<file path="src/rtl/iq_stream_sink_fifo_pkg.sv">
// Shared sizing constants for the I/Q stream sink FIFO.
// Optional statistics are enabled with the IQ_SINK_FIFO_STATS_EN macro.
package iq_sink_pkg;

    localparam int unsigned DATA_W_DEF       = 32;
    localparam int unsigned DEPTH_LOG2_DEF   = 4;
    localparam int unsigned AFULL_MARGIN_DEF = 4;

    localparam int unsigned DEPTH = 2 ** DEPTH_LOG2_DEF;
    localparam int unsigned PTR_W = DEPTH_LOG2_DEF;
    localparam int unsigned CNT_W = DEPTH_LOG2_DEF + 1;

    // Width of the saturating statistics counters
    localparam int unsigned STAT_W = 16;

    // Occupancy at which a lane reports almost-full
    function automatic int unsigned afullThresh(input int unsigned depthLog2,
                                                input int unsigned margin);
        return (2 ** depthLog2) - margin;
    endfunction

endpackage

</file>
<file path="src/rtl/iq_stream_sink_fifo_if.sv">
// Write-side stream interface between the interpolator (master) and the sink FIFO (slave).
interface iq_stream_sink_fifo_if #(
    parameter int unsigned DATAPATH_WIDTH = 32
) ();

    logic                      Write_enable_i;
    logic [DATAPATH_WIDTH-1:0] data_in_I;
    logic [DATAPATH_WIDTH-1:0] data_in_Q;
    logic                      Afull_I_o;
    logic                      Afull_Q_o;

    modport master (
        output Write_enable_i,
        output data_in_I,
        output data_in_Q,
        input  Afull_I_o,
        input  Afull_Q_o
    );

    modport slave (
        input  Write_enable_i,
        input  data_in_I,
        input  data_in_Q,
        output Afull_I_o,
        output Afull_Q_o
    );

endinterface

</file>
<file path="src/rtl/iq_stream_sink_fifo_lane.sv">
// Single-lane synchronous FIFO with occupancy count, registered empty/almost-full
// and a registered pop output. Writes are pre-qualified by the parent.
module iq_lane_fifo
    import iq_sink_pkg::*;
#(
    parameter int unsigned WIDTH        = DATA_W_DEF,
    parameter int unsigned DEPTH_LOG2   = DEPTH_LOG2_DEF,
    parameter int unsigned AFULL_MARGIN = AFULL_MARGIN_DEF
) (
    input  logic                  clk,
    input  logic                  rst,
    input  logic                  wrEn,
    input  logic [WIDTH-1:0]      wrData,
    input  logic                  rdReq,
    output logic [WIDTH-1:0]      rdData,
    output logic                  rdValid,
    output logic                  empty,
    output logic                  afull,
    output logic                  rdEmptyHit,
    output logic [DEPTH_LOG2:0]   count
);

    localparam int unsigned         LANE_DEPTH = 2 ** DEPTH_LOG2;
    localparam logic [DEPTH_LOG2:0] DEPTH_CNT  = (DEPTH_LOG2 + 1)'(LANE_DEPTH);
    localparam logic [DEPTH_LOG2:0] AFULL_CNT  =
        (DEPTH_LOG2 + 1)'(afullThresh(DEPTH_LOG2, AFULL_MARGIN));

    logic [WIDTH-1:0]      mem [LANE_DEPTH];
    logic [DEPTH_LOG2-1:0] wrPtr;
    logic [DEPTH_LOG2-1:0] rdPtr;
    logic [DEPTH_LOG2:0]   countNext;
    logic                  full;
    logic                  pop;
    logic                  push;

    assign full       = (count == DEPTH_CNT);
    assign pop        = rdReq && !empty;
    assign push       = wrEn && (!full || pop);
    assign rdEmptyHit = rdReq && empty;

    // Occupancy after this edge; simultaneous push and pop leave it unchanged
    always_comb begin
        countNext = count;
        unique case ({push, pop})
            2'b10:   countNext = count + 1'b1;
            2'b01:   countNext = count - 1'b1;
            default: countNext = count;
        endcase
    end

    // Sample storage, not reset
    always_ff @(posedge clk) begin
        if (push) begin
            mem[wrPtr] <= wrData;
        end
    end

    // Pointers, count, status flags and registered read port
    always_ff @(posedge clk) begin
        if (rst) begin
            wrPtr   <= '0;
            rdPtr   <= '0;
            count   <= '0;
            empty   <= 1'b1;
            afull   <= 1'b0;
            rdData  <= '0;
            rdValid <= 1'b0;
        end else begin
            if (push) begin
                wrPtr <= wrPtr + 1'b1;
            end
            if (pop) begin
                rdPtr  <= rdPtr + 1'b1;
                rdData <= mem[rdPtr];
            end
            rdValid <= pop;
            count   <= countNext;
            empty   <= (countNext == '0);
            afull   <= (countNext >= AFULL_CNT);
        end
    end

endmodule

</file>
<file path="src/rtl/iq_stream_sink_fifo.sv">
// Receive end of the I/Q sample stream: paired write into two lane FIFOs,
// independent reads, sticky overflow/underflow flags.
// Define IQ_SINK_FIFO_STATS_EN to add drop_cnt and max_occ statistics ports.
module iq_stream_sink_fifo
    import iq_sink_pkg::*;
#(
    parameter int unsigned DATAPATH_WIDTH = DATA_W_DEF,
    parameter int unsigned DEPTH_LOG2     = DEPTH_LOG2_DEF,
    parameter int unsigned AFULL_MARGIN   = AFULL_MARGIN_DEF
) (
    input  logic                      clk,
    input  logic                      rst,
    iq_stream_sink_fifo_if.slave      strm,
    input  logic                      rd_I,
    input  logic                      rd_Q,
    output logic [DATAPATH_WIDTH-1:0] I_out,
    output logic [DATAPATH_WIDTH-1:0] Q_out,
    output logic                      I_valid,
    output logic                      Q_valid,
    output logic                      empty_I,
    output logic                      empty_Q,
    output logic                      overflow,
    output logic                      underflow,
    input  logic                      clr_flags
`ifdef IQ_SINK_FIFO_STATS_EN
    ,
    output logic [STAT_W-1:0]         drop_cnt,
    output logic [DEPTH_LOG2:0]       max_occ
`endif
);

    localparam logic [DEPTH_LOG2:0] DEPTH_CNT = (DEPTH_LOG2 + 1)'(2 ** DEPTH_LOG2);

    logic                accept;
    logic                dropEvt;
    logic                underEvt;
    logic                canI;
    logic                canQ;
    logic                underI;
    logic                underQ;
    logic [DEPTH_LOG2:0] countI;
    logic [DEPTH_LOG2:0] countQ;

    // A full lane still accepts when it is popped in the same cycle
    assign canI     = (countI != DEPTH_CNT) || rd_I;
    assign canQ     = (countQ != DEPTH_CNT) || rd_Q;
    assign accept   = strm.Write_enable_i && canI && canQ;
    assign dropEvt  = strm.Write_enable_i && !accept;
    assign underEvt = underI || underQ;

    iq_lane_fifo #(
        .WIDTH        (DATAPATH_WIDTH),
        .DEPTH_LOG2   (DEPTH_LOG2),
        .AFULL_MARGIN (AFULL_MARGIN)
    ) u_laneI (
        .clk        (clk),
        .rst        (rst),
        .wrEn       (accept),
        .wrData     (strm.data_in_I),
        .rdReq      (rd_I),
        .rdData     (I_out),
        .rdValid    (I_valid),
        .empty      (empty_I),
        .afull      (strm.Afull_I_o),
        .rdEmptyHit (underI),
        .count      (countI)
    );

    iq_lane_fifo #(
        .WIDTH        (DATAPATH_WIDTH),
        .DEPTH_LOG2   (DEPTH_LOG2),
        .AFULL_MARGIN (AFULL_MARGIN)
    ) u_laneQ (
        .clk        (clk),
        .rst        (rst),
        .wrEn       (accept),
        .wrData     (strm.data_in_Q),
        .rdReq      (rd_Q),
        .rdData     (Q_out),
        .rdValid    (Q_valid),
        .empty      (empty_Q),
        .afull      (strm.Afull_Q_o),
        .rdEmptyHit (underQ),
        .count      (countQ)
    );

    // Sticky error flags; a new event outranks a same-cycle clear
    always_ff @(posedge clk) begin
        if (rst) begin
            overflow  <= 1'b0;
            underflow <= 1'b0;
        end else begin
            if (dropEvt) begin
                overflow <= 1'b1;
            end else if (clr_flags) begin
                overflow <= 1'b0;
            end
            if (underEvt) begin
                underflow <= 1'b1;
            end else if (clr_flags) begin
                underflow <= 1'b0;
            end
        end
    end

`ifdef IQ_SINK_FIFO_STATS_EN
    logic [DEPTH_LOG2:0] occNow;

    assign occNow = (countI > countQ) ? countI : countQ;

    // Saturating rejected-write counter; a drop coinciding with a clear counts as the first
    always_ff @(posedge clk) begin
        if (rst) begin
            drop_cnt <= '0;
        end else if (clr_flags) begin
            drop_cnt <= dropEvt ? STAT_W'(1) : '0;
        end else if (dropEvt && (drop_cnt != '1)) begin
            drop_cnt <= drop_cnt + 1'b1;
        end
    end

    // High-water mark of the larger registered lane occupancy
    always_ff @(posedge clk) begin
        if (rst || clr_flags) begin
            max_occ <= '0;
        end else if (occNow > max_occ) begin
            max_occ <= occNow;
        end
    end
`endif

endmodule

</file>
<file path="src/flat_wrapper.sv">
// flat-port wrapper written by rule: the top's interface ports become plain ports
module iq_stream_sink_fifo_flat import iq_sink_pkg::*;
#(
    parameter int unsigned DATAPATH_WIDTH = DATA_W_DEF,
    parameter int unsigned DEPTH_LOG2     = DEPTH_LOG2_DEF,
    parameter int unsigned AFULL_MARGIN   = AFULL_MARGIN_DEF
)
  (clk, rst, rd_I, rd_Q, I_out, Q_out, I_valid, Q_valid, empty_I, empty_Q, overflow, underflow, clr_flags, strm_Write_enable_i, strm_data_in_I, strm_data_in_Q, strm_Afull_I_o, strm_Afull_Q_o);
  iq_stream_sink_fifo_if #(.DATAPATH_WIDTH(DATAPATH_WIDTH)) strm_i ();
  input  logic clk;
  input  logic rst;
  input  logic rd_I;
  input  logic rd_Q;
  output logic [DATAPATH_WIDTH-1:0] I_out;
  output logic [DATAPATH_WIDTH-1:0] Q_out;
  output logic I_valid;
  output logic Q_valid;
  output logic empty_I;
  output logic empty_Q;
  output logic overflow;
  output logic underflow;
  input  logic clr_flags;
  input wire logic [$bits(strm_i.Write_enable_i)-1:0] strm_Write_enable_i;
  input wire logic [$bits(strm_i.data_in_I)-1:0] strm_data_in_I;
  input wire logic [$bits(strm_i.data_in_Q)-1:0] strm_data_in_Q;
  output wire logic [$bits(strm_i.Afull_I_o)-1:0] strm_Afull_I_o;
  output wire logic [$bits(strm_i.Afull_Q_o)-1:0] strm_Afull_Q_o;
  assign strm_i.Write_enable_i = strm_Write_enable_i;
  assign strm_i.data_in_I = strm_data_in_I;
  assign strm_i.data_in_Q = strm_data_in_Q;
  assign strm_Afull_I_o = strm_i.Afull_I_o;
  assign strm_Afull_Q_o = strm_i.Afull_Q_o;
  iq_stream_sink_fifo #(.DATAPATH_WIDTH(DATAPATH_WIDTH), .DEPTH_LOG2(DEPTH_LOG2), .AFULL_MARGIN(AFULL_MARGIN)) u_core (.clk(clk), .rst(rst), .strm(strm_i), .rd_I(rd_I), .rd_Q(rd_Q), .I_out(I_out), .Q_out(Q_out), .I_valid(I_valid), .Q_valid(Q_valid), .empty_I(empty_I), .empty_Q(empty_Q), .overflow(overflow), .underflow(underflow), .clr_flags(clr_flags));
endmodule
</file>
<file path="config.mk">
export PLATFORM = sky130hd
export DESIGN_NAME = iq_stream_sink_fifo_flat
export DESIGN_NICKNAME = d
export VERILOG_FILES = /design/src/rtl/iq_stream_sink_fifo_pkg.sv /design/src/rtl/iq_stream_sink_fifo_if.sv /design/src/rtl/iq_stream_sink_fifo_lane.sv /design/src/rtl/iq_stream_sink_fifo.sv /design/src/flat_wrapper.sv
export SDC_FILE = /design/constraint.sdc
export NUM_CORES = 1
export LEC_CHECK = 0
export BUFFER_PORTS_ARGS = -buffer_cell sky130_fd_sc_hd__buf_4
export CORE_MARGIN = 3
export CORE_UTILIZATION = 30
export DETAILED_ROUTE_END_ITERATION = 12
export PLACE_DENSITY = 0.54
export SLEW_MARGIN = 20
export SYNTH_ARGS = -nofsm -noshare
export SYNTH_HDL_FRONTEND = slang
export SYNTH_SLANG_ARGS = --single-unit
</file>
<file path="constraint.sdc">
create_clock -name clk -period 4.1 [get_ports clk]
set_input_delay 0.205 -clock clk [delete_from_list [all_inputs] [get_ports clk]]
set_output_delay 0.205 -clock clk [all_outputs]
set_load 0.01 [all_outputs]
</file>
Word-level counts from Yosys, hierarchy flattened. Memory sizes are Yosys's and may differ from the RTL's. A register that Yosys moved wholly into a read port is not among the register bits. Cells that the tools add are included.

Bits in registers: 34. Bits in latches: 0. Memory bits (writable): 1024. Bits in read-only memories: 0. Bits of input ports: 70. Output and inout bits: 72. Word-level logic and storage cells: 66. Memories kept: 2.

Memories: u_core.u_laneI.mem (words 16, width 32, rd ports 1, clocked after Yosys merged registers in 1, wr ports 1, line iq_stream_sink_fifo_lane.sv:28) `logic [WIDTH-1:0] mem [LANE_DEPTH];`; u_core.u_laneQ.mem (words 16, width 32, rd ports 1, clocked after Yosys merged registers in 1, wr ports 1, line iq_stream_sink_fifo_lane.sv:28).

Add/subtract/negate cells: 8. Multipliers: 0. Div/mod/pow operators: 0. Order comparisons: 2. Equality and inequality tests: 8. Shift operators: 0. Mux-type cells: 9. Bitwise logic cells: 0. Reductions and logical operators: 23.

Operators with widths (number): 5-bit case mux with 2 select lines (2); 4-bit by 1-bit adder with 4-bit output, second input constant (4); 5-bit by 1-bit adder with 5-bit output, second input constant (2); 5-bit equality test, second input constant (2); 5-bit by 4-bit >= comparator with 1-bit output, second input constant (2); 5-bit zero test (2); 5-bit inequality test, second input constant (2); 5-bit by 1-bit subtractor with 5-bit output, second input constant (2); 1-bit logical AND (9); 1-bit two-way mux (7); 1-bit zero test (5); 1-bit logical OR (5); 2-bit by 1-bit equality test with 1-bit output, second input constant (2); 2-bit equality test, second input constant (2); 2-bit nonzero test (2).

Depth between registers and ports, before layout. Gate-level depths: netlist of run 1.

Depth in word-level cells: 8. Gate-level depth with buffers: 15. Gate-level depth less buffers: 12.

Hierarchy. Synthesis of run 1 repeated with hierarchy kept, for this count alone.

Cell total of the unflattened synthesis: 1927. Area, all modules: 42618.4 sq um.

By module, submodules not included: iq_lane_fifo at u_core.u_laneQ (times used 1, cells each 1009, area an instance 21385.5 sq um, sequential area each 16335.7 sq um); iq_lane_fifo at u_core.u_laneI (times used 1, cells each 902, area an instance 21090.2 sq um, sequential area each 16335.7 sq um); iq_stream_sink_fifo (times used 1, cells each 16, area an instance 142.6 sq um, sequential area each 40.0 sq um).

Least setup slack after synthesis of run 1. No wires, ideal clock.

Path type: register to register. From: register u_core.u_laneQ.count[1]. To: memory u_core.u_laneQ.mem[1][0] (netlist bit) (enable). Library setup time: 0.461 ns. Arrival: 3.421 ns. Data required time: 3.639 ns. Setup slack: 0.218 ns. Cell stages (with the launch flop): 8. Path buffers: 2. Period minus slack after synthesis: 3.882 ns. Cell sequence: dfxtp_1 > buf_2 > nor2_1 > a41oi_1 > and2_1 > buf_2 > nand2_1 > nor3_1.

Longest elaborated chain between the ends: 6. Elaborated cells between the ends (all ways): 9. Those cells by class: eq/ne (2); mux (2); reduce/logical (5).

RTL lines: start: declaration (line iq_stream_sink_fifo_lane.sv:20) `output logic [DEPTH_LOG2:0] count`; start signal: assignment (line iq_stream_sink_fifo_lane.sv:77) `count <= countNext;`; 5-bit inequality test / 5-bit equality test (equally long branches) (line iq_stream_sink_fifo.sv:46, iq_stream_sink_fifo_lane.sv:36); 1-bit logical OR / 1-bit zero test (equally long branches) (line iq_stream_sink_fifo.sv:46, iq_stream_sink_fifo_lane.sv:38); 1-bit logical AND / 1-bit logical OR (equally long branches) (line iq_stream_sink_fifo.sv:47, iq_stream_sink_fifo_lane.sv:38); 1-bit logical AND * (line iq_stream_sink_fifo_lane.sv:38) `assign push = wrEn && (!full || pop);`; 1-bit two-way mux * (line iq_stream_sink_fifo_lane.sv:53) `if (push) begin`; 1-bit two-way mux (not written as such) * (line iq_stream_sink_fifo_lane.sv:54) `mem[wrPtr] <= wrData;`; end: declaration (line iq_stream_sink_fifo_lane.sv:28).

Mark *: on every way between the ends. The rest lies on a longest branch, timed or not.

Worst setup path after layout of run 1.
From: register u_core.u_laneQ.count[1]. To: register u_core.u_laneQ.empty.

Longest elaborated chain between the ends: 7. Elaborated cells between the ends (all ways): 13. Those cells by class: add/sub (2); eq/ne (4); mux (1); reduce/logical (6).

RTL lines: 5-bit inequality test / 5-bit equality test (equally long branches) (line iq_stream_sink_fifo.sv:46, iq_stream_sink_fifo_lane.sv:36); 1-bit logical OR / 1-bit zero test (equally long branches) (line iq_stream_sink_fifo.sv:46, iq_stream_sink_fifo_lane.sv:38); 1-bit logical AND / 1-bit logical OR (equally long branches) (line iq_stream_sink_fifo.sv:47, iq_stream_sink_fifo_lane.sv:38); 1-bit logical AND (line iq_stream_sink_fifo_lane.sv:38); 2-bit by 1-bit equality test with 1-bit output / 2-bit equality test (equally long branches) (line iq_stream_sink_fifo_lane.sv:44) `unique case ({push, pop})`; 5-bit case mux with 2 select lines * (line iq_stream_sink_fifo_lane.sv:44); 5-bit zero test * (line iq_stream_sink_fifo_lane.sv:78) `empty <= (countNext == '0);`; end signal: assignment (line iq_stream_sink_fifo_lane.sv:78); end: declaration (line iq_stream_sink_fifo_lane.sv:17) `output logic empty,`.

Marks and branches as above. A chain may end at the register's enable or synchronous reset.

==> flow_summary.yaml, run 1 <==
outcome:
  status: "complete, no violations"
clock_network:
  cts_made_buffers: 111
  clockBufferDepth: 3
  root_buffer: "clkbuf_16"
  cts_tree: "built"
  clkTransAtPathRegs_ps: 60
  cts_setup_buffers: 0
  post_cts_resized: 0
  cts_sinks: 1122
  insertion_delay_ps: 720
  h-tree-depth: 3
synth:
  synthXorXnorAreaFrac: 0.00454
  yosysUniqueCellTypes: 44
  syn_area_um2: 42500
  synth_top_cell_by_area: "edfxtp_1"
  synth_nets: 2107
  synth-seq-area-share: 0.770
  synthSimpleGateAreaFrac: 0.0188
  synth_top_family_by_area: "multiplexers"
  ys_warn_count: 0
  synth_compound_area_frac: 0.0204
  synth_fa_ha_area_frac: 0.00471
  synth-edff-count: 1024
  synth_top_flop_cell: "edfxtp_1"
  synth.area.top_cells: "edfxtp_1, mux4_2, dfxtp_1, mux2i_1, nor2_1"
  syn_avg_cell_area_um2: 21.0
  netlist_instances: 2021
  async_reset_ff_frac: 0
  synth.top_cell.area_share: 0.724
  ys_ff_latch: 1122
  synth_mux_area_frac: 0.167
global_routing:
  overflow: 0
  grt_pass1_vias: 21700
  antenna_found_initial: 8
  grt_pass1_wl_um: 144000
  grt_max_degree: 132
  grt_usage: 0.132
power:
  vdd_drop_max_mv: 0.413
  p_sw_mw: 6.32
  pwr-share-comb: 0.127
  leakagePower_nw: 15.6
  p_int_mw: 20.4
  power.density_nw_per_um2: 528
  clockPowerShare: 0.377
  power.share.sequential: 0.497
  p_sw_frac: 0.236
die:
  core.rowCount: 137
  coreArea_um2: 140000
  die_w_um: 382
  die_area_um2: 146000
  die_h_um: 382
  initial_utilization: 0.303
  boundaryPins: 142
worst_setup_path:
  cp_max_fo: 11
  crit_path_start_kind: "flop"
  max_stage_delay_ps: 470
  crit_chain: "nor2_1, a41oi_1, and2_1, inv_1, ha_1, xor2_1, ha_1, a21oi_1, or3b_1, a31oi_1, xnor2_1, a41o_1"
  cp.buffers_inverters: 1
  r2r_slack_ps: 600
  cp_common_cell: "ha_1"
  worstPathRequired_ps: 4680
  crit_slowest_cell: "dfxtp_1"
  crit_family: "compound AO/OA/AOI/OAI gates"
  cp-end-kind: "flop"
  criticalPathCategory: "reg -> reg"
  arrival_ps: 4080
sta:
  relSlewSlack: 0.301
  slew_viol_final: 0
  skew_ps: 34.6
  max_freq_ghz: 0.285
  finalCritPeriodShare: 0.855
  setup_tns_ps: 0
  finalHoldViolCount: 0
  setup_viol: 0
  rsz0062_at_grt: "no"
  worst_pin_slew_ps: 1040
  timing.hold.ws_ps: 132
  post-route-min-period_ps: 3500
place:
  hpwl_um: 54600
  dpl-instance-area_um2: 46200
  port_buffers: 141
  gp_congestion: 0.743
layout:
  final_common_cell: "edfxtp_1"
  nNetsFinal: 2382
  final_area_um2: 50600
  drive_gt1_frac: 0.276
  syn_to_final_growth_pct: 19.3
  final_cell_mix: "edfxtp_1, mux4_2, buf_4"
hold_path:
  min_path_type: "in -> reg"
drt:
  first_pass_iters: 7
  ant_nets: 0
  wirelength_um: 97000
  drc: 0
  wire_per_inst_um: 22.7
  vias: 20200
  drtIter0Drc: 1631
  viasPerCell: 4.72
job:
  max_cap_violations: 0
==> worst register-to-register path, cell delays in order, from the launching register on <==
cell     delay (ps)
dfxtp_1         470
nor2_1          160
a41oi_1         410
and2_1          320
inv_1           100
ha_1            330
xor2_1          250
ha_1            250
a21oi_1          90
or3b_1          390
a31oi_1         250
xnor2_1         130
a41o_1          240
==> power by group through the flow <==
stage / clock network (mW) / logic [mW] / registers [mW]
final: 10.1 / 3.39 / 13.3
after floorplan: 0 / 2.37 / 13.4
after global placement: 0 / 3.33 / 13.5
after CTS: 10.3 / 3.48 / 13.3
after global routing: 10.8 / 3.73 / 13.3
after detailed placement: 0 / 3.40 / 13.5
==> path summary, 6_finish.rpt <==
kind,from,end,cells after the start
hold reg to reg,u_core.u_laneQ.rdData[29],u_core.u_laneQ.rdData[29],2
setup reg to reg,u_core.u_laneQ.count[1],u_core.u_laneQ.empty,12
setup / recovery,u_core.u_laneQ.count[1],u_core.u_laneQ.empty,12
hold / removal,strm_Write_enable_i,u_core.u_laneQ.wrPtr[3],6
==> synthesized netlist by cell type (4+ instances only) <==
master       n
edfxtp_1  1024
mux4_2     256
mux2i_1    132
nor2_1     122
dfxtp_1     98
a21oi_1     80
o21ai_1     64
clkbuf_1    44
buf_2       42
nand2_1     19
ha_1        16
inv_1       15
xor2_1      13
buf_1       12
buf_6       10
nor3_1       9
xnor2_1      9
nand2b_1     6
nand3_1      5
nand3b_1     4
nor2b_1      4
o21ai_0      4
==> through the flow <==
| stage | power [mW] | utilization | worst slack (ps) | instances |
|---|---|---|---|---|
| finish | 26.7 | 0.362 | 596 | 4273 |
| global route | 27.8 | 0.361 | 310 | 4268 |
| CTS | 27.1 | 0.361 | 690 | 4268 |
| detailed placement | 16.9 | 0.330 | 716 | 3986 |
| global placement | 16.8 | 0.330 | 883 | 3986 |
| floorplan | 15.8 | - | 218 | 2021 |
==> flip-flops by register name, indices dropped and copies added (netlist names) <==
register	cells
u_core.u_laneI.mem	512
u_core.u_laneQ.mem	512
u_core.u_laneI.rdData	32
u_core.u_laneQ.rdData	32
u_core.u_laneI.count	5
u_core.u_laneQ.count	5
u_core.u_laneI.rdPtr	4
u_core.u_laneI.wrPtr	4
u_core.u_laneQ.rdPtr	4
u_core.u_laneQ.wrPtr	4
u_core.overflow	1
u_core.u_laneI.afull	1
u_core.u_laneI.empty	1
u_core.u_laneI.rdValid	1
u_core.u_laneQ.afull	1
u_core.u_laneQ.empty	1
u_core.u_laneQ.rdValid	1
u_core.underflow	1
==> per-layer routing <==
metal | part of all wire | vias up | GRT usage
li1 | - | 8828 | -
met1 | 0.42 | 10800 | 0.168
met2 | 0.52 | 452 | 0.234
met3 | 0.043 | 145 | 0.0224
met4 | 0.020 | 4 | 0.0320
met5 | 0.00025 | - | 0
==> repair_timing <==
| item | CTS | global route |
|---|---|---|
| hold endpoints to repair | 1054 | 0 |
| endpoints found under the setup margin | 0 | 0 |
| hold buffers | 73 | 0 |
==> kinds of logic after synthesis <==
logic type	after synthesis
flops	1122
xor+xnor	22
mux	388
compound gates	164
simple gates	184
buf+inv	125
fa+ha+maj	16
==> area by class of cell <==
class	instances	area, µm²
Inverter	15	56.3
Tap cell	1876	2350
Antenna cell	5	12.5
Timing Repair Buffer	272	2440
Clock buffer	156	3100
Multi-Input combinational cell	774	9380
Clock inverter	53	567
Sequential cell	1122	32700
Fill cell	12900	89400
Power figures use the tool's default switching activity.
==> run 2, diff against run 1 <==
- SYNTH_HIERARCHICAL: unset -> 1
==> run 2 against run 1 <==
Net effect: synthesized area is 0.37% higher; combinational power is 2% higher; maximum frequency is 11% higher; critical path depth stayed put; critical endpoint is now u_core/u_laneI/empty; largest cell class unchanged.
==> flow_summary.yaml, run 2 <==
global_routing:
  grt_pass1_wl_um: 144000
  grt_max_degree: 56
  overflow: 0
  antenna_found_initial: 2
  grt_pass1_vias: 21700
  grt_usage: 0.132
power:
  vdd_drop_max_mv: 0.351
  power.density_nw_per_um2: 530
  leakagePower_nw: 15.9
  power_mw: 27.1
clock_network:
  post_cts_resized: 0
  clkTransAtPathRegs_ps: 70
  cts_sinks: 1122
  cts_made_buffers: 116
  h-tree-depth: 3
  cts_setup_buffers: 0
  clockBufferDepth: 3
  root_buffer: "clkbuf_16"
  insertion_delay_ps: 740
  cts_tree: "built"
  cts_hold_buffers: 71
layout:
  largest_registers: "u_core/u_laneI/mem x512, u_core/u_laneQ/mem x512"
  final_cell_mix: "edfxtp_1, mux4_2, buf_4"
  syn_to_final_growth_pct: 20.0
  num-fill-cells: 12900
  nNetsFinal: 2318
  final_common_cell: "edfxtp_1"
  drive_gt1_frac: 0.312
synth:
  synth-edff-count: 1024
  synth.most_common_cell: "edfxtp_1"
  synth_nets: 2015
  synth_top_cell_by_area: "edfxtp_1"
  syn_avg_cell_area_um2: 22.1
  synth.top_cell.area_share: 0.722
  netlist_instances: 1927
  ys_warn_count: 6
  async_reset_ff_frac: 0
  ys_ff_latch: 1122
  syn_area_um2: 42600
  synth.area.top_cells: "edfxtp_1, mux4_2, dfxtp_1, a22o_1, mux2i_1"
  synth.top_cells.by_count: "edfxtp_1, mux4_2, dfxtp_1"
  synth-seq-area-share: 0.768
  yosysUniqueCellTypes: 53
  synth_top_flop_cell: "edfxtp_1"
worst_setup_path:
  crit_family: "compound AO/OA/AOI/OAI gates"
  worstPathRequired_ps: 4710
  cp_common_cell: "inv_1"
  cp.buffers_inverters: 3
  cp_max_fo: 10
  crit_path_start_kind: "flop"
  cp-end-kind: "flop"
  max_stage_delay_ps: 470
  crit_chain: "nor4_4, a221oi_1, buf_4, inv_1, nand2_1, inv_1, ha_1, nand2b_1, a21oi_1, mux2i_1, xnor2_1, a41o_1"
  criticalPathCategory: "reg -> reg"
  crit_slowest_cell: "dfxtp_1"
  arrival_ps: 3780
sta:
  setup_tns_ps: 0
  post-route-min-period_ps: 3170
  timing.hold.ws_ps: 213
  max_freq_ghz: 0.316
  setup_viol: 0
  relSlewSlack: 0.311
  skew_ps: 42.7
  worst_pin_slew_ps: 1030
  finalWorstSetupSlack_ps: 934
  rsz0062_at_grt: "no"
  finalHoldViolCount: 0
  finalCritPeriodShare: 0.772
  slew_viol_final: 0
hold_path:
  min_path_type: "in -> reg"
outcome:
  status: "complete, no violations"
drt:
  vias: 20300
  wire_per_inst_um: 23.0
  viasPerCell: 4.82
  drc: 0
  first_pass_iters: 4
  wirelength_um: 96800
  drtIter0Drc: 1774
  ant_nets: 0
die:
  core.rowCount: 137
  coreArea_um2: 140000
  initial_utilization: 0.304
  boundaryPins: 142
  die_w_um: 383
  die_h_um: 383
  die_area_um2: 147000
place:
  gp_congestion: 0.743
  port_buffers: 141
  dp_worst_setup_slack_ps: 971
  hpwl_um: 56200
job:
  max_cap_violations: 0
[run 2: cell count changes in the layout (fill, tap and decap cells not counted), sizes merged, moves of 5 or more]
cell,change
mux4,+32
a21oi,-35
buf,+23
a211oi,+34
clkbuf,+5
nor2b,+34
nor2,-61
a22o,+63
o21ai,-65
mux2i,-99
[run 2: path summary, 6_finish.rpt]
path / slack, ps / cells after the start / start / to
hold / removal: 210 / 6 / strm_Write_enable_i / u_core/u_laneQ/count[3]
hold reg to reg: 480 / 1 / u_core/u_laneQ/rdData[6] / u_core/u_laneQ/rdData[6]
setup / recovery: 930 / 12 / u_core/u_laneQ/count[0] / u_core/u_laneI/empty
setup reg to reg: 930 / 12 / u_core/u_laneQ/count[0] / u_core/u_laneI/empty
[run 2: power by group]
| group | switching (mW) | total (mW) | leakage (nW) | internal [mW] |
|---|---|---|---|---|
| sequential | 0.284 | 13.2 | 10.1 | 12.9 |
| combinational | 1.73 | 3.47 | 3.98 | 1.75 |
| clock | 4.43 | 10.5 | 1.86 | 6.04 |
| total | 6.44 | 27.1 | 15.9 | 20.7 |
[run 2: layer usage]
metal,share of wire,track usage
met1,0.43,0.178
met2,0.50,0.221
met3,0.051,0.0256
met4,0.019,0.0336
met5,0,0
[run 2: worst register-to-register path, stage by stage (launching register included)]
cell and delay (ps):
dfxtp_1 470, nor4_4 90, a221oi_1 310, buf_4 230
inv_1 80, nand2_1 240, inv_1 150, ha_1 390
nand2b_1 130, a21oi_1 270, mux2i_1 290, xnor2_1 150
a41o_1 250
[run 2: through the flow]
step	utilization	cell area, µm²	cells
2_1_floorplan	-	42700	1927
5_1_grt	0.365	51100	4209
3_5_place_dp	0.332	46500	3915
6_report	0.365	51200	4210
4_1_cts	0.364	51100	4207
3_3_place_gp	0.332	46500	3915
[run 2: cell type report]
cell class | instances | area, µm² | share of cell area
flip-flops and latches | 1122 | 32700 | 0.640
multi-input cells | 683 | 9550 | 0.187
clock buffers | 161 | 3190 | 0.0624
repair buffers | 293 | 2630 | 0.0514
well taps | 1876 | 2350 | 0.0459
clock inverters | 60 | 643 | 0.0126
inverters | 14 | 52.6 | 0.00103
diodes | 1 | 2.50 | 0.0000489
[run 2: cells by family (layout without fill, tap and decap cells)]
group	Yosys count	after routing	synth area share
XOR/XNOR	18	18	0.00370
adder cells (fa/ha/maj)	18	18	0.00564
flip-flops	1122	1122	0.768
AND/OR/NAND/NOR	162	162	0.0194
multiplexers	321	321	0.160
AO/OA/AOI/OAI	164	164	0.0284
buffers and inverters	122	528	0.0154
other	0	1	0
==> run 3, diff against run 2 <==
- clock period: 4.1 -> 2.9 ns (I/O delays scaled with it)
==> run 3 against run 2 <==
Net effect: the run now ends with negative setup slack left; sequential cell count unchanged; register-to-register slack got worse by 950 ps; clock power increased by 45%; sequential power increased by 41%; critical endpoint is now u_core/u_laneQ/empty; largest power group unchanged; routed wire length decreased by 0.45%; sequential share of layout area decreased by 1.0 points; core utilization increased by 0.58 points; maximum frequency increased by 8.5%; via count decreased by 0.60%; highest routed layer is now met5; setup slack got worse by 950 ps; die area unchanged; clock-buffer cell count decreased by 4.
==> flow_summary.yaml, run 3 (same netlist as run 2, synthesis figures left out) <==
outcome:
  status: "finished, violations left"
  violations: "negative setup slack"
sta:
  max_freq_ghz: 0.343
  setup_tns_ps: -17.3
  post-route-min-period_ps: 2920
  worst_pin_slew_ps: 659
  skew_ps: 60.0
  finalCritPeriodShare: 1.01
  relSlewSlack: 0.560
  setup_viol: 1
  rsz0062_at_grt: "yes"
  slew_viol_final: 0
  timing.hold.ws_ps: 244
  finalHoldViolCount: 0
  finalWorstSetupSlack_ps: -17.3
place:
  dp_cells: 3941
  dpl-instance-area_um2: 47200
  gp_congestion: 0.747
  dp_worst_setup_slack_ps: -174
  port_buffers: 141
  hpwl_um: 56900
die:
  coreArea_um2: 140000
  die_h_um: 383
  die_area_um2: 147000
  boundaryPins: 142
  core.rowCount: 137
  die_w_um: 383
  initial_utilization: 0.304
worst_setup_path:
  cp_max_fo: 5
  crit_chain: "nor2_1, a221oi_4, nand2b_4, inv_2, ha_1, nor2b_1, o21ai_0, and3_1, or4b_1, nor4bb_1"
  max_stage_delay_ps: 560
  worstPathRequired_ps: 3470
  cp.buffers_inverters: 1
  r2r_slack_ps: -20
  cp-end-kind: "flop"
  crit_path_start_kind: "flop"
  crit_slowest_cell: "or4b_1"
  crit_family: "simple AND/OR/NAND/NOR gates"
  arrival_ps: 3490
  criticalPathCategory: "reg -> reg"
layout:
  final_area_um2: 52000
  drive_gt1_frac: 0.330
  num-fill-cells: 12800
  final_common_cell: "edfxtp_1"
  syn_to_final_growth_pct: 21.9
  instances_no_fill: 4238
  final_cell_mix: "edfxtp_1, mux4_2, buf_4"
  nNetsFinal: 2345
  fin_util: 0.371
  largest_registers: "u_core/u_laneI/mem x512, u_core/u_laneQ/mem x512"
global_routing:
  grt_pass1_wl_um: 145000
  overflow: 0
  antenna_found_initial: 6
  grt_pass1_vias: 21700
  grt_max_degree: 57
  grt_usage: 0.132
drt:
  ant_nets: 0
  vias: 20200
  viasPerCell: 4.76
  drtIter0Drc: 1368
  first_pass_iters: 5
  drc: 0
  wirelength_um: 96400
  wire_per_inst_um: 22.7
clock_network:
  insertion_delay_ps: 730
  h-tree-depth: 3
  cts_tree: "built"
  root_buffer: "clkbuf_16"
  cts_sinks: 1122
  clkTransAtPathRegs_ps: 60
  clockBufferDepth: 3
  cts_made_buffers: 116
power:
  power.density_nw_per_um2: 749
  vdd_drop_max_mv: 0.613
  leakagePower_nw: 16.2
  power_mw: 38.9
hold_path:
  min_path_type: "in -> reg"
job:
  max_cap_violations: 0
==> run 3: cell types whose count changed in the layout (fill, tap and decap cells not counted), sizes merged <==
cell and delta:
buf +27, inv -3, clkinv +2, clkinvlp -2
diode +3, clkbuf -4, bufinv +5
==> run 3: worst paths after layout <==
kind | startpoint | to | cells after the start
worst min register to register | u_core/u_laneQ/rdData[29] | u_core/u_laneQ/rdData[29] | 1
worst max-delay path | u_core/u_laneI/count[3] | u_core/u_laneQ/empty | 10
worst min-delay path | strm_Write_enable_i | u_core/u_laneQ/count[3] | 6
worst max register to register | u_core/u_laneI/count[3] | u_core/u_laneQ/empty | 10
==> run 3: timing repair <==
| action | in CTS | in global routing |
|---|---|---|
| hold buffers | 71 | 0 |
| buffers inserted | 2 | 1 |
| endpoints found under the hold margin | 1053 | 0 |
| pin swaps | 1 | 2 |
| endpoints found under the setup margin | 8 | 72 |
| resized for setup | 4 | 8 |
==> run 3: final cells by class <==
cell class	instances	area (µm²)	area share
clock inverter	62	778	0.0150
timing repair buffer	320	3210	0.0617
tap	1876	2350	0.0452
antenna	4	10.0	0.000193
multi-input combinational	683	9620	0.185
sequential	1122	32700	0.630
clock buffer	157	3220	0.0619
inverter	14	52.6	0.00101
==> run 3: per-layer routing <==
metal,track usage,wire (µm),vias up
li1,-,-,8775
met1,0.170,39800,10800
met2,0.228,49400,475
met3,0.0284,5140,124
met4,0.0353,1980,2
met5,0,13,-
==> run 3: power breakdown <==
part / total, mW / internal, mW / switching, mW
Clock: 15.2 / 9.05 / 6.16
Combinational: 5.12 / 2.60 / 2.52
Sequential: 18.6 / 18.3 / 0.335
==> run 3: tightest hold or removal path: cells and delay by family <==
family                 cells  cell delay (ps)
and+or+nand+nor            1              160
AOI/OAI and AO/OA          2              270
buffers and inverters      3              340
